`config.mk`:
```
export PLATFORM = sky130hd
export DESIGN_NAME = cpu_control_unit_flat
export DESIGN_NICKNAME = d
export VERILOG_FILES = /design/src/rtl/cpu_control_unit_if.sv /design/src/rtl/cpu_control_unit.sv /design/src/flat_wrapper.sv
export SDC_FILE = /design/constraint.sdc
export NUM_CORES = 1
export LEC_CHECK = 0
export ABC_AREA = 0
export ABC_CLOCK_PERIOD_IN_PS = 1640
export CORE_MARGIN = 2
export CORE_UTILIZATION = 26
export DETAILED_ROUTE_END_ITERATION = 8
export GPL_TIMING_DRIVEN = 1
export HOLD_SLACK_MARGIN = 0.1
export PLACE_DENSITY_LB_ADDON = 0.15
export SLEW_MARGIN = 20
export SYNTH_ARGS = -nofsm -noshare
export SYNTH_HDL_FRONTEND = slang
export SYNTH_SLANG_ARGS = --single-unit
export TNS_END_PERCENT = 30
```
`constraint.sdc`:
```
create_clock -name i_clk -period 1.64 [get_ports i_clk]
set_input_delay 0.328 -clock i_clk [delete_from_list [all_inputs] [get_ports i_clk]]
set_output_delay 0.328 -clock i_clk [all_outputs]
set_load 0.01 [all_outputs]
```
`src/rtl/cpu_control_unit_if.sv`:
```
// rtl/cpu_control_unit_if.sv - instruction-in / control-out bundle between control unit and datapath
interface cpu_control_unit_if #(
  parameter int DADDR_W = 8,
  parameter int RADDR_W = 4
);
  logic [15:0]        i_ir;
  logic               o_pc_clr;
  logic               o_pc_up;
  logic               o_ir_ld;
  logic [DADDR_W-1:0] o_d_addr;
  logic               o_d_wr;
  logic               o_rf_s;
  logic [RADDR_W-1:0] o_rf_w_addr;
  logic               o_rf_w_en;
  logic [RADDR_W-1:0] o_rf_ra_addr;
  logic [RADDR_W-1:0] o_rf_rb_addr;
  logic [2:0]         o_alu_s0;
  logic [3:0]         o_state;

  modport master (
    input  i_ir,
    output o_pc_clr, o_pc_up, o_ir_ld, o_d_addr, o_d_wr, o_rf_s,
           o_rf_w_addr, o_rf_w_en, o_rf_ra_addr, o_rf_rb_addr, o_alu_s0, o_state
  );

  modport slave (
    output i_ir,
    input  o_pc_clr, o_pc_up, o_ir_ld, o_d_addr, o_d_wr, o_rf_s,
           o_rf_w_addr, o_rf_w_en, o_rf_ra_addr, o_rf_rb_addr, o_alu_s0, o_state
  );
endinterface

```
`src/rtl/cpu_control_unit.sv`:
```
// rtl/cpu_control_unit.sv - multi-cycle fetch/decode/execute Moore control FSM
module cpu_control_unit #(
  parameter int DADDR_W = 8,
  parameter int RADDR_W = 4
) (
  input  logic                 i_clk,
  input  logic                 i_rst,
  cpu_control_unit_if.master   bus
);

  typedef enum logic [3:0] {
    S_INIT   = 4'd0,
    S_FETCH  = 4'd1,
    S_DECODE = 4'd2,
    S_NOOP   = 4'd3,
    S_LOAD_A = 4'd4,
    S_LOAD_B = 4'd5,
    S_STORE  = 4'd6,
    S_ADD    = 4'd7,
    S_SUB    = 4'd8,
    S_HALT   = 4'd9
  } state_t;

  state_t r_state;

  // IR is only consulted in DECODE, so IR activity elsewhere cannot steer the sequence
  always_ff @(posedge i_clk or posedge i_rst) begin
    if (i_rst) begin
      r_state <= S_INIT;
    end else begin
      case (r_state)
        S_INIT:   r_state <= S_FETCH;
        S_FETCH:  r_state <= S_DECODE;
        S_DECODE: begin
          case (bus.i_ir[15:12])
            4'h1:    r_state <= S_STORE;
            4'h2:    r_state <= S_LOAD_A;
            4'h3:    r_state <= S_ADD;
            4'h4:    r_state <= S_SUB;
            4'h5:    r_state <= S_HALT;
            default: r_state <= S_NOOP;
          endcase
        end
        S_NOOP:   r_state <= S_FETCH;
        S_LOAD_A: r_state <= S_LOAD_B;
        S_LOAD_B: r_state <= S_FETCH;
        S_STORE:  r_state <= S_FETCH;
        S_ADD:    r_state <= S_FETCH;
        S_SUB:    r_state <= S_FETCH;
        S_HALT:   r_state <= S_HALT;
        default:  r_state <= S_INIT;
      endcase
    end
  end

  logic               w_pc_clr;
  logic               w_pc_up;
  logic               w_ir_ld;
  logic [DADDR_W-1:0] w_d_addr;
  logic               w_d_wr;
  logic               w_rf_s;
  logic [RADDR_W-1:0] w_rf_w_addr;
  logic               w_rf_w_en;
  logic [RADDR_W-1:0] w_rf_ra_addr;
  logic [RADDR_W-1:0] w_rf_rb_addr;
  logic [2:0]         w_alu_s0;

  // Decoded from the state register so an async reset kills write strobes immediately
  always_comb begin
    w_pc_clr     = 1'b0;
    w_pc_up      = 1'b0;
    w_ir_ld      = 1'b0;
    w_d_addr     = '0;
    w_d_wr       = 1'b0;
    w_rf_s       = 1'b0;
    w_rf_w_addr  = '0;
    w_rf_w_en    = 1'b0;
    w_rf_ra_addr = '0;
    w_rf_rb_addr = '0;
    w_alu_s0     = 3'd0;
    case (r_state)
      S_INIT: w_pc_clr = 1'b1;
      S_FETCH: begin
        w_ir_ld = 1'b1;
        w_pc_up = 1'b1;
      end
      S_LOAD_A, S_LOAD_B: begin
        w_d_addr    = bus.i_ir[11:4];
        w_rf_s      = 1'b1;
        w_rf_w_addr = bus.i_ir[3:0];
        w_rf_w_en   = (r_state == S_LOAD_B);
      end
      S_STORE: begin
        w_d_addr     = bus.i_ir[7:0];
        w_rf_ra_addr = bus.i_ir[11:8];
        w_d_wr       = 1'b1;
      end
      S_ADD, S_SUB: begin
        w_rf_ra_addr = bus.i_ir[11:8];
        w_rf_rb_addr = bus.i_ir[7:4];
        w_rf_w_addr  = bus.i_ir[3:0];
        w_rf_w_en    = 1'b1;
        w_alu_s0     = (r_state == S_ADD) ? 3'd1 : 3'd2;
      end
      default: ;
    endcase
  end

  assign bus.o_pc_clr     = w_pc_clr;
  assign bus.o_pc_up      = w_pc_up;
  assign bus.o_ir_ld      = w_ir_ld;
  assign bus.o_d_addr     = w_d_addr;
  assign bus.o_d_wr       = w_d_wr;
  assign bus.o_rf_s       = w_rf_s;
  assign bus.o_rf_w_addr  = w_rf_w_addr;
  assign bus.o_rf_w_en    = w_rf_w_en;
  assign bus.o_rf_ra_addr = w_rf_ra_addr;
  assign bus.o_rf_rb_addr = w_rf_rb_addr;
  assign bus.o_alu_s0     = w_alu_s0;
  assign bus.o_state      = r_state;

endmodule

```
`src/flat_wrapper.sv`:
```
// flat-port wrapper written by rule: the top's interface ports become plain ports
module cpu_control_unit_flat 
#(
  parameter int DADDR_W = 8,
  parameter int RADDR_W = 4
)
  (i_clk, i_rst, bus_i_ir, bus_o_pc_clr, bus_o_pc_up, bus_o_ir_ld, bus_o_d_addr, bus_o_d_wr, bus_o_rf_s, bus_o_rf_w_addr, bus_o_rf_w_en, bus_o_rf_ra_addr, bus_o_rf_rb_addr, bus_o_alu_s0, bus_o_state);
  cpu_control_unit_if #(.DADDR_W(DADDR_W), .RADDR_W(RADDR_W)) bus_i ();
  input  logic i_clk;
  input  logic i_rst;
  input wire logic [$bits(bus_i.i_ir)-1:0] bus_i_ir;
  output wire logic [$bits(bus_i.o_pc_clr)-1:0] bus_o_pc_clr;
  output wire logic [$bits(bus_i.o_pc_up)-1:0] bus_o_pc_up;
  output wire logic [$bits(bus_i.o_ir_ld)-1:0] bus_o_ir_ld;
  output wire logic [$bits(bus_i.o_d_addr)-1:0] bus_o_d_addr;
  output wire logic [$bits(bus_i.o_d_wr)-1:0] bus_o_d_wr;
  output wire logic [$bits(bus_i.o_rf_s)-1:0] bus_o_rf_s;
  output wire logic [$bits(bus_i.o_rf_w_addr)-1:0] bus_o_rf_w_addr;
  output wire logic [$bits(bus_i.o_rf_w_en)-1:0] bus_o_rf_w_en;
  output wire logic [$bits(bus_i.o_rf_ra_addr)-1:0] bus_o_rf_ra_addr;
  output wire logic [$bits(bus_i.o_rf_rb_addr)-1:0] bus_o_rf_rb_addr;
  output wire logic [$bits(bus_i.o_alu_s0)-1:0] bus_o_alu_s0;
  output wire logic [$bits(bus_i.o_state)-1:0] bus_o_state;
  assign bus_i.i_ir = bus_i_ir;
  assign bus_o_pc_clr = bus_i.o_pc_clr;
  assign bus_o_pc_up = bus_i.o_pc_up;
  assign bus_o_ir_ld = bus_i.o_ir_ld;
  assign bus_o_d_addr = bus_i.o_d_addr;
  assign bus_o_d_wr = bus_i.o_d_wr;
  assign bus_o_rf_s = bus_i.o_rf_s;
  assign bus_o_rf_w_addr = bus_i.o_rf_w_addr;
  assign bus_o_rf_w_en = bus_i.o_rf_w_en;
  assign bus_o_rf_ra_addr = bus_i.o_rf_ra_addr;
  assign bus_o_rf_rb_addr = bus_i.o_rf_rb_addr;
  assign bus_o_alu_s0 = bus_i.o_alu_s0;
  assign bus_o_state = bus_i.o_state;
  cpu_control_unit #(.DADDR_W(DADDR_W), .RADDR_W(RADDR_W)) u_core (.i_clk(i_clk), .i_rst(i_rst), .bus(bus_i));
endmodule
```
==> impl_metrics.csv, run 1 <==
group,metric,value,unit
status,status,"finished with violations",
status,violations,"setup timing",
worst_setup_path,critPathBufInv,2,
die,row_count,16,
final_layout,regArea,100.1,um^2
routing,wirelength,2060,um
hold_path,hp-class,"primary input to asynchronous set/reset pin",
logic_synthesis,syn-num-nets,86,
logic_synthesis,yosys.area.top_type,"dfrtp_1",
die,die_area,2412,um^2
final_layout,syn_to_final_growth,126.0,%
pwr,vdd_drop_max,814.2,uV
clock_tree,path_clk_slew,40,ps
clock_tree,htreeDepth,1,
logic_synthesis,ys.flop_type,"dfrtp_1",
flow_run,maxCapViolations,0,
routing,avgRoutedWirePerCell,13.04,um
logic_synthesis,yosysSeqAreaShare,18.91,%
worst_setup_path,cpPeakStageDelay,580,ps
logic_synthesis,yosysWarnings,0,
final_layout,final_cells,158,
global_route,track_usage,18.03,%
global_route,grt_first_pass_wirelength,3346,um
final_layout,largest_reg_flops,4,
die,io_pins,51,
final_layout,fin_area,1196,um^2
global_route,grt_max_degree,13,
final_layout,multi_input_area,442.9,um^2
worst_setup_path,r2r-end,"u_core.bus.o_state[0]$_DFF_PP0_",
die,die_h,49.12,um
die,die_w,49.12,um
worst_setup_path,critical_path_class,"flop to output pin",
sta,rsz0062_at_grt,"yes",
routing,post_drt_via_cell_ratio,4.722,
logic_synthesis,synth_compound_area_share,31.44,%
place,hpwl,1566,um
final_layout,fin_nets,151,
clock_tree,cts_buffer_depth,2,
logic_synthesis,netlist.area_leader.share,18.91,%
sta,skew,3.374,ps
sta,max_freq,502.6,MHz
clock_tree,cts-buffers-inserted,3,
pwr,power_leakage,0.6030,nW
routing,route.detailed.drc,0,
logic_synthesis,synthTopCellsByArea,"dfrtp_1, a22o_1, and2_1",
worst_setup_path,crit_required,1310,ps
final_layout,drive_above_1_share,51.91,%
worst_setup_path,path_max_fanout,4,
sta,worst_slack,-349.5,ps
clock_tree,clock_latency,240,ps
logic_synthesis,ys_ff_latch,4,
logic_synthesis,ys_top_cells_by_count,"a22o_1, and2_1, a21boi_0",
worst_setup_path,critical_path_arrival,1660,ps
place,place_congestion,0.7290,
global_route,grt_antenna_before_repair,0,
sta,min_period,1990,ps
place,placed_cell_area,1151,um^2
logic_synthesis,synth-edff-count,0,
worst_setup_path,endpoint_kind,"output pin",
worst_setup_path,critPathTopFamily,"simple AND/OR/NAND/NOR gates",
routing,drt_iter0_markers,14,
routing,vias,746,
place,dp_slack,-423.0,ps
logic_synthesis,syn_inst,68,
place,io_buffer_count,49,
clock_tree,ctsHoldBuffers,0,
clock_tree,cts_tree,"done",
sta,finalHoldViolCount,0,
logic_synthesis,synth.distinct_cells,33,
global_route,grt_pass1_vias,702,
pwr,p_total,1.049,mW
logic_synthesis,synth_mux_area_share,1.891,%
die,initial_core_util,27.26,%
worst_setup_path,cpMaxStageDelayCell,"or4b_4",
logic_synthesis,synth_xor_area_share,1.655,%
clock_tree,ctsRootBufferMaster,"clkbuf_4",
final_layout,fin_util,61.60,%
final_layout,antennaDiodeCount,0,
logic_synthesis,synth_top_family_by_area,"simple AND/OR/NAND/NOR gates",
logic_synthesis,synthArstFlopShare,100.0,%
worst_setup_path,worstPathCellList,"or4b_4 > buf_6 > o21ai_4 > and2_4 > buf_6",
routing,drtAntennaViolNets,0,
routing,drt_first_pass_iters,4,
logic_synthesis,synth-simple-area-share,35.70,%
worst_setup_path,cpMostUsedCell,"buf_6",
pwr,p_per_area,877.1,nW/um^2
worst_setup_path,reg2reg_depth,4,
worst_setup_path,crit_path_start_kind,"flop",
global_route,grt-ovfl-total,0,
sta,fin_crit_sh,121.3,%
die,core_area,1942,um^2
final_layout,fill_cells,174,
worst_setup_path,crit_cells,5,
place,placed_cells,152,
worst_setup_path,rr_startpoint,"u_core.bus.o_state[2]$_DFF_PP0_",
sta,slew_viol_final,0,
logic_synthesis,yosys.area_share.adder,0,%
clock_tree,cts.sinks,4,
worst_setup_path,rrSetupSlack,450,ps
logic_synthesis,synth_area_per_cell,7.783,um^2
sta,finalSetupViolations,23,
logic_synthesis,synthesis.area,529.3,um^2
==> power breakdown <==
part	internal (mW)	leakage [nW]	total, mW	switching (mW)
clock	0.0822	0.0138	0.127	0.0448
sequential	0.131	0.0503	0.152	0.0211
combinational	0.414	0.539	0.770	0.356
total	0.627	0.603	1.05	0.422
==> kinds of logic (layout without fill, tap and decap cells) <==
| group | Yosys count | in the layout |
|---|---|---|
| multiplexers | 1 | 1 |
| other | 1 | 1 |
| flip-flops | 4 | 4 |
| XOR/XNOR | 1 | 1 |
| buffers and inverters | 9 | 72 |
| AO/OA/AOI/OAI | 22 | 22 |
| AND/OR/NAND/NOR | 30 | 30 |
==> final cells by class <==
| type | count | share of cell area [%] |
|---|---|---|
| clock buffer | 3 | 1.883 |
| timing repair buffer | 66 | 48.95 |
| sequential | 4 | 8.368 |
| tap | 27 | 2.824 |
| multi-input combinational | 55 | 37.03 |
| inverter | 3 | 0.9414 |
==> what timing repair did <==
action,CTS,global route
buffers inserted,3,0
resized for setup,117,30
pin swaps,10,6
setup endpoints to repair,30,28
==> worst max path at each step <==
stage,endpoint,start,slack [ps]
6_report,bus_o_rf_rb_addr[1],u_core.bus.o_state[2]$_DFF_PP0_,-350
5_1_grt,bus_o_rf_rb_addr[1],u_core.bus.o_state[2]$_DFF_PP0_,-400
4_1_cts,bus_o_rf_rb_addr[3],u_core.bus.o_state[2]$_DFF_PP0_,-350
3_5_place_dp,bus_o_rf_rb_addr[2],u_core.bus.o_state[0]$_DFF_PP0_,-420
3_3_place_gp,bus_o_rf_rb_addr[3],u_core.bus.o_state[0]$_DFF_PP0_,-400
2_1_floorplan,bus_o_rf_rb_addr[0],u_core.bus.o_state[1]$_DFF_PP0_,-50
==> stage by stage <==
| stage | TNS [ps] | hold slack (ps) |
|---|---|---|
| floorplan | -653.4 | 94.08 |
| global placement | -8828 | 524.2 |
| detailed placement | -9099 | 524.8 |
| CTS | -5404 | 261.7 |
| global route | -5889 | 314.1 |
| finish | -3995 | 270.7 |
==> layout by cell type (no fill, tap or decap), drive strengths merged, types with 3 or more instances in the layout <==
cell           instances
o21ai                  5
buf                   44
clkbuf                 3
a22o                   8
a21boi                 5
inv                    3
dfrtp                  4
nor2                   6
clkdlybuf4s50         17
and2                   8
==> routing by layer <==
layer	GRT usage (%)	vias up	part of all wire [%]
li1	-	373	-
met1	19.96	348	40
met2	31.53	23	52
met3	3.988	2	6.6
met4	10.00	0	1.2
met5	0	-	0
No activity file was read; power rests on OpenSTA's default activity.
==> run 2: changes to the inputs <==
Settings changed: SLEW_MARGIN 20 to 0.
==> results of run 2 <==
The final DEF is identical to that of run 1; final timing and power are the same.
==> edit (flow settings as in run 2) <==
Make the reset (`i_rst`) synchronous in one clocked block. Comments in the files are not updated.
--- a/src/rtl/cpu_control_unit.sv
+++ b/src/rtl/cpu_control_unit.sv
@@ -24,7 +24,7 @@
   state_t r_state;
 
   // IR is only consulted in DECODE, so IR activity elsewhere cannot steer the sequence
-  always_ff @(posedge i_clk or posedge i_rst) begin
+  always_ff @(posedge i_clk) begin
     if (i_rst) begin
       r_state <= S_INIT;
     end else begin
Formal check against the unedited RTL: differs if i_rst is asserted again (counterexample within 4 cycles, from zero or initial values and one cycle with i_rst high); with i_rst held inactive, the same outputs for 10 cycles.
==> edit against run 2 <==
  * The flow still finishes with violations (setup timing)
  * Sequential share of layout area is 1.3 points lower
  * Cell area is 0.42% higher
  * Wire length is 2.4% higher
  * Worst setup slack better by 0.17 ns
  * Sequential cell count stayed put
  * Worst hold slack better by 0.41 ns
  * Count of clock-buffer cells in the layout stayed put
  * Synthesized area is 2.4% lower
  * Clock skew is 0.0021 ns lower
  * Largest cell class unchanged
  * Highest routed layer unchanged
Power is not compared: it rests on default switching activity, and its combinational part moved more than twofold at a synthesized area within 25%.
==> edit: results (changes against run 2) <==
Synth unique cells: 32 (-3.0%)
Reg2reg start: u_core.bus.o_state[3]
# H-tree levels: 1 (unchanged)
Final Wtd Congestion: 0.804 (+10%)
# nets final: 160 (+6.0%)
Final setup TNS: -2.14 ns (+1.85 ns)
FF-to-FF path depth: 5 (+1)
Most common flop cell mapped by yosys: dfxtp_1
Synth area leaders: dfxtp_1 (15%), a22o_1 (14%), and2_1 (9.7%)
Worst Hold Class: register to register
Worst Hold End: u_core.bus.o_state[0]
Max Clock Skew: 0.00129 ns (-0.00208 ns)
Min-Delay Path Depth: 3
Crit-path leading delay family: simple AND/OR/NAND/NOR gates
Antenna Cells: 0 (unchanged)
IO Port Bufs: 49 (unchanged)
Status: complete, but fails checks
Worst reg2reg path endpoint: u_core.bus.o_state[2]
Max VDD drop: 0.000270 V
Number of global-route vias before repair: 708 (+0.85%)
CP Max Fanout: 4 (unchanged)
Fin cells: 167 (+5.7%)
Layout cells sized above 1: 0.529 (+0.00949)
Worst slack at placement: -0.352 ns (+0.0707 ns)
Hold Path Origin: u_core.bus.o_state[2]
Initial antenna violation count: 0 (unchanged)
Count of mapped cells out of synthesis: 68 (unchanged)
Clock Latency Late Sink: 0.23 ns
Pleak: 0.617 nW
DR vias: 792 (+6.2%)
Max incr delay on CP: 0.58 ns (about the same)
CTS root buf: clkbuf_4
Post-synthesis sequential area ratio: 0.155 (-0.0342)
Dpl hpwl: 1.59 mm (+1.8%)
Ys async rst share: 0 (-1.00)
Synth cell count leaders: a22o_1 (8), and2_1 (8), and3_1 (6)
Num CTS Buffers: 3 (unchanged)
DP Area: 1150 sq um (-0.11%)
Failing checks: setup timing
Final setup fails: 22 (-4.3%)
Global-route wire length before repair: 3.22 mm (-3.7%)
Largest register FFs: 4 (unchanged)
Setup ws final: -0.180 ns (+0.169 ns)
Crit path DAT: 1.49 ns (-0.17 ns)
DR iter-0 viols: 11 (-3)
Detailed Routing Iterations Pass 1: 4 (unchanged)
R2R setup slack: 0.38 ns (-0.07 ns)
Slowest-stage cell, CP: or4b_4
Total GRT Usage: 0.172 (-0.00842)
Largest net degree at the start of global routing: 12 (-1)
Drt wl/cell: 12.6 um (-3.1%)
Clock Tree Buf Depth: 2 (unchanged)
edit: through the flow:
step	power, W	hold slack, ns
global route	0.000502	0.701
detailed placement	0.000340	0.671
global placement	0.000338	0.662
floorplan	0.000205	0.514
CTS	0.000468	0.683
finish	0.000469	0.679
edit: metal layers:
| metal | up-vias | routed length (um) | part of all wire | global-route usage |
|---|---|---|---|---|
| li1 | 394 | - | - | - |
| met1 | 366 | 909 | 0.43 | 0.193 |
| met2 | 30 | 1100 | 0.52 | 0.324 |
| met3 | 2 | 85 | 0.040 | 0.0123 |
| met4 | 0 | 12 | 0.0057 | 0.0857 |
| met5 | - | 0 | 0 | 0 |
edit: area by class of cell:
class,count,area [sq um]
Clock buffer,3,22.5
Inverter,4,15.0
Timing Repair Buffer,74,612
Multi-Input combinational cell,55,433
Fill cell,186,721
Tap cell,27,33.8
Sequential cell,4,85.1
edit: worst max-delay path by stage:
stage,start,end,slack [ns]
global route,u_core.bus.o_state[0],bus_o_rf_ra_addr[0],-0.23
global placement,u_core.bus.o_state[3],bus_o_rf_ra_addr[2],-0.32
finish,u_core.bus.o_state[0],bus_o_rf_ra_addr[2],-0.18
detailed placement,u_core.bus.o_state[0],bus_o_rf_rb_addr[3],-0.35
CTS,u_core.bus.o_state[1],bus_o_alu_s0[1],-0.25
floorplan,u_core.bus.o_state[2],bus_o_rf_ra_addr[0],0.08
edit: kinds of logic after synthesis:
family | count (synthesis) | share of synthesized area
and+or+nand+nor | 33 | 0.429
AOI/OAI and AO/OA | 20 | 0.288
buffers and inverters | 9 | 0.104
DFF | 4 | 0.155
xor gates and xnor gates | 1 | 0.0170
other | 1 | 0.00726
edit: tightest hold or removal path: stages (launching register included):
cell and delay (ns):
dfxtp_2 0.34, buf_4 0.16, inv_1 0.05, a311oi_1 0.09
edit: timing repair:
item,4_1_cts,5_1_grt
buffers inserted,1,5
resized for setup,92,42
setup endpoints to repair,28,28
cloned,0,1
pin swaps,11,10
edit: power groups by stage:
stage | combinational (W) | sequential (W) | clock (W)
2_1_floorplan | 0.0000896 | 0.000115 | 0
3_3_place_gp | 0.000226 | 0.000112 | 0
3_5_place_dp | 0.000228 | 0.000112 | 0
4_1_cts | 0.000228 | 0.000112 | 0.000128
5_1_grt | 0.000255 | 0.000114 | 0.000133
6_report | 0.000236 | 0.000113 | 0.000120
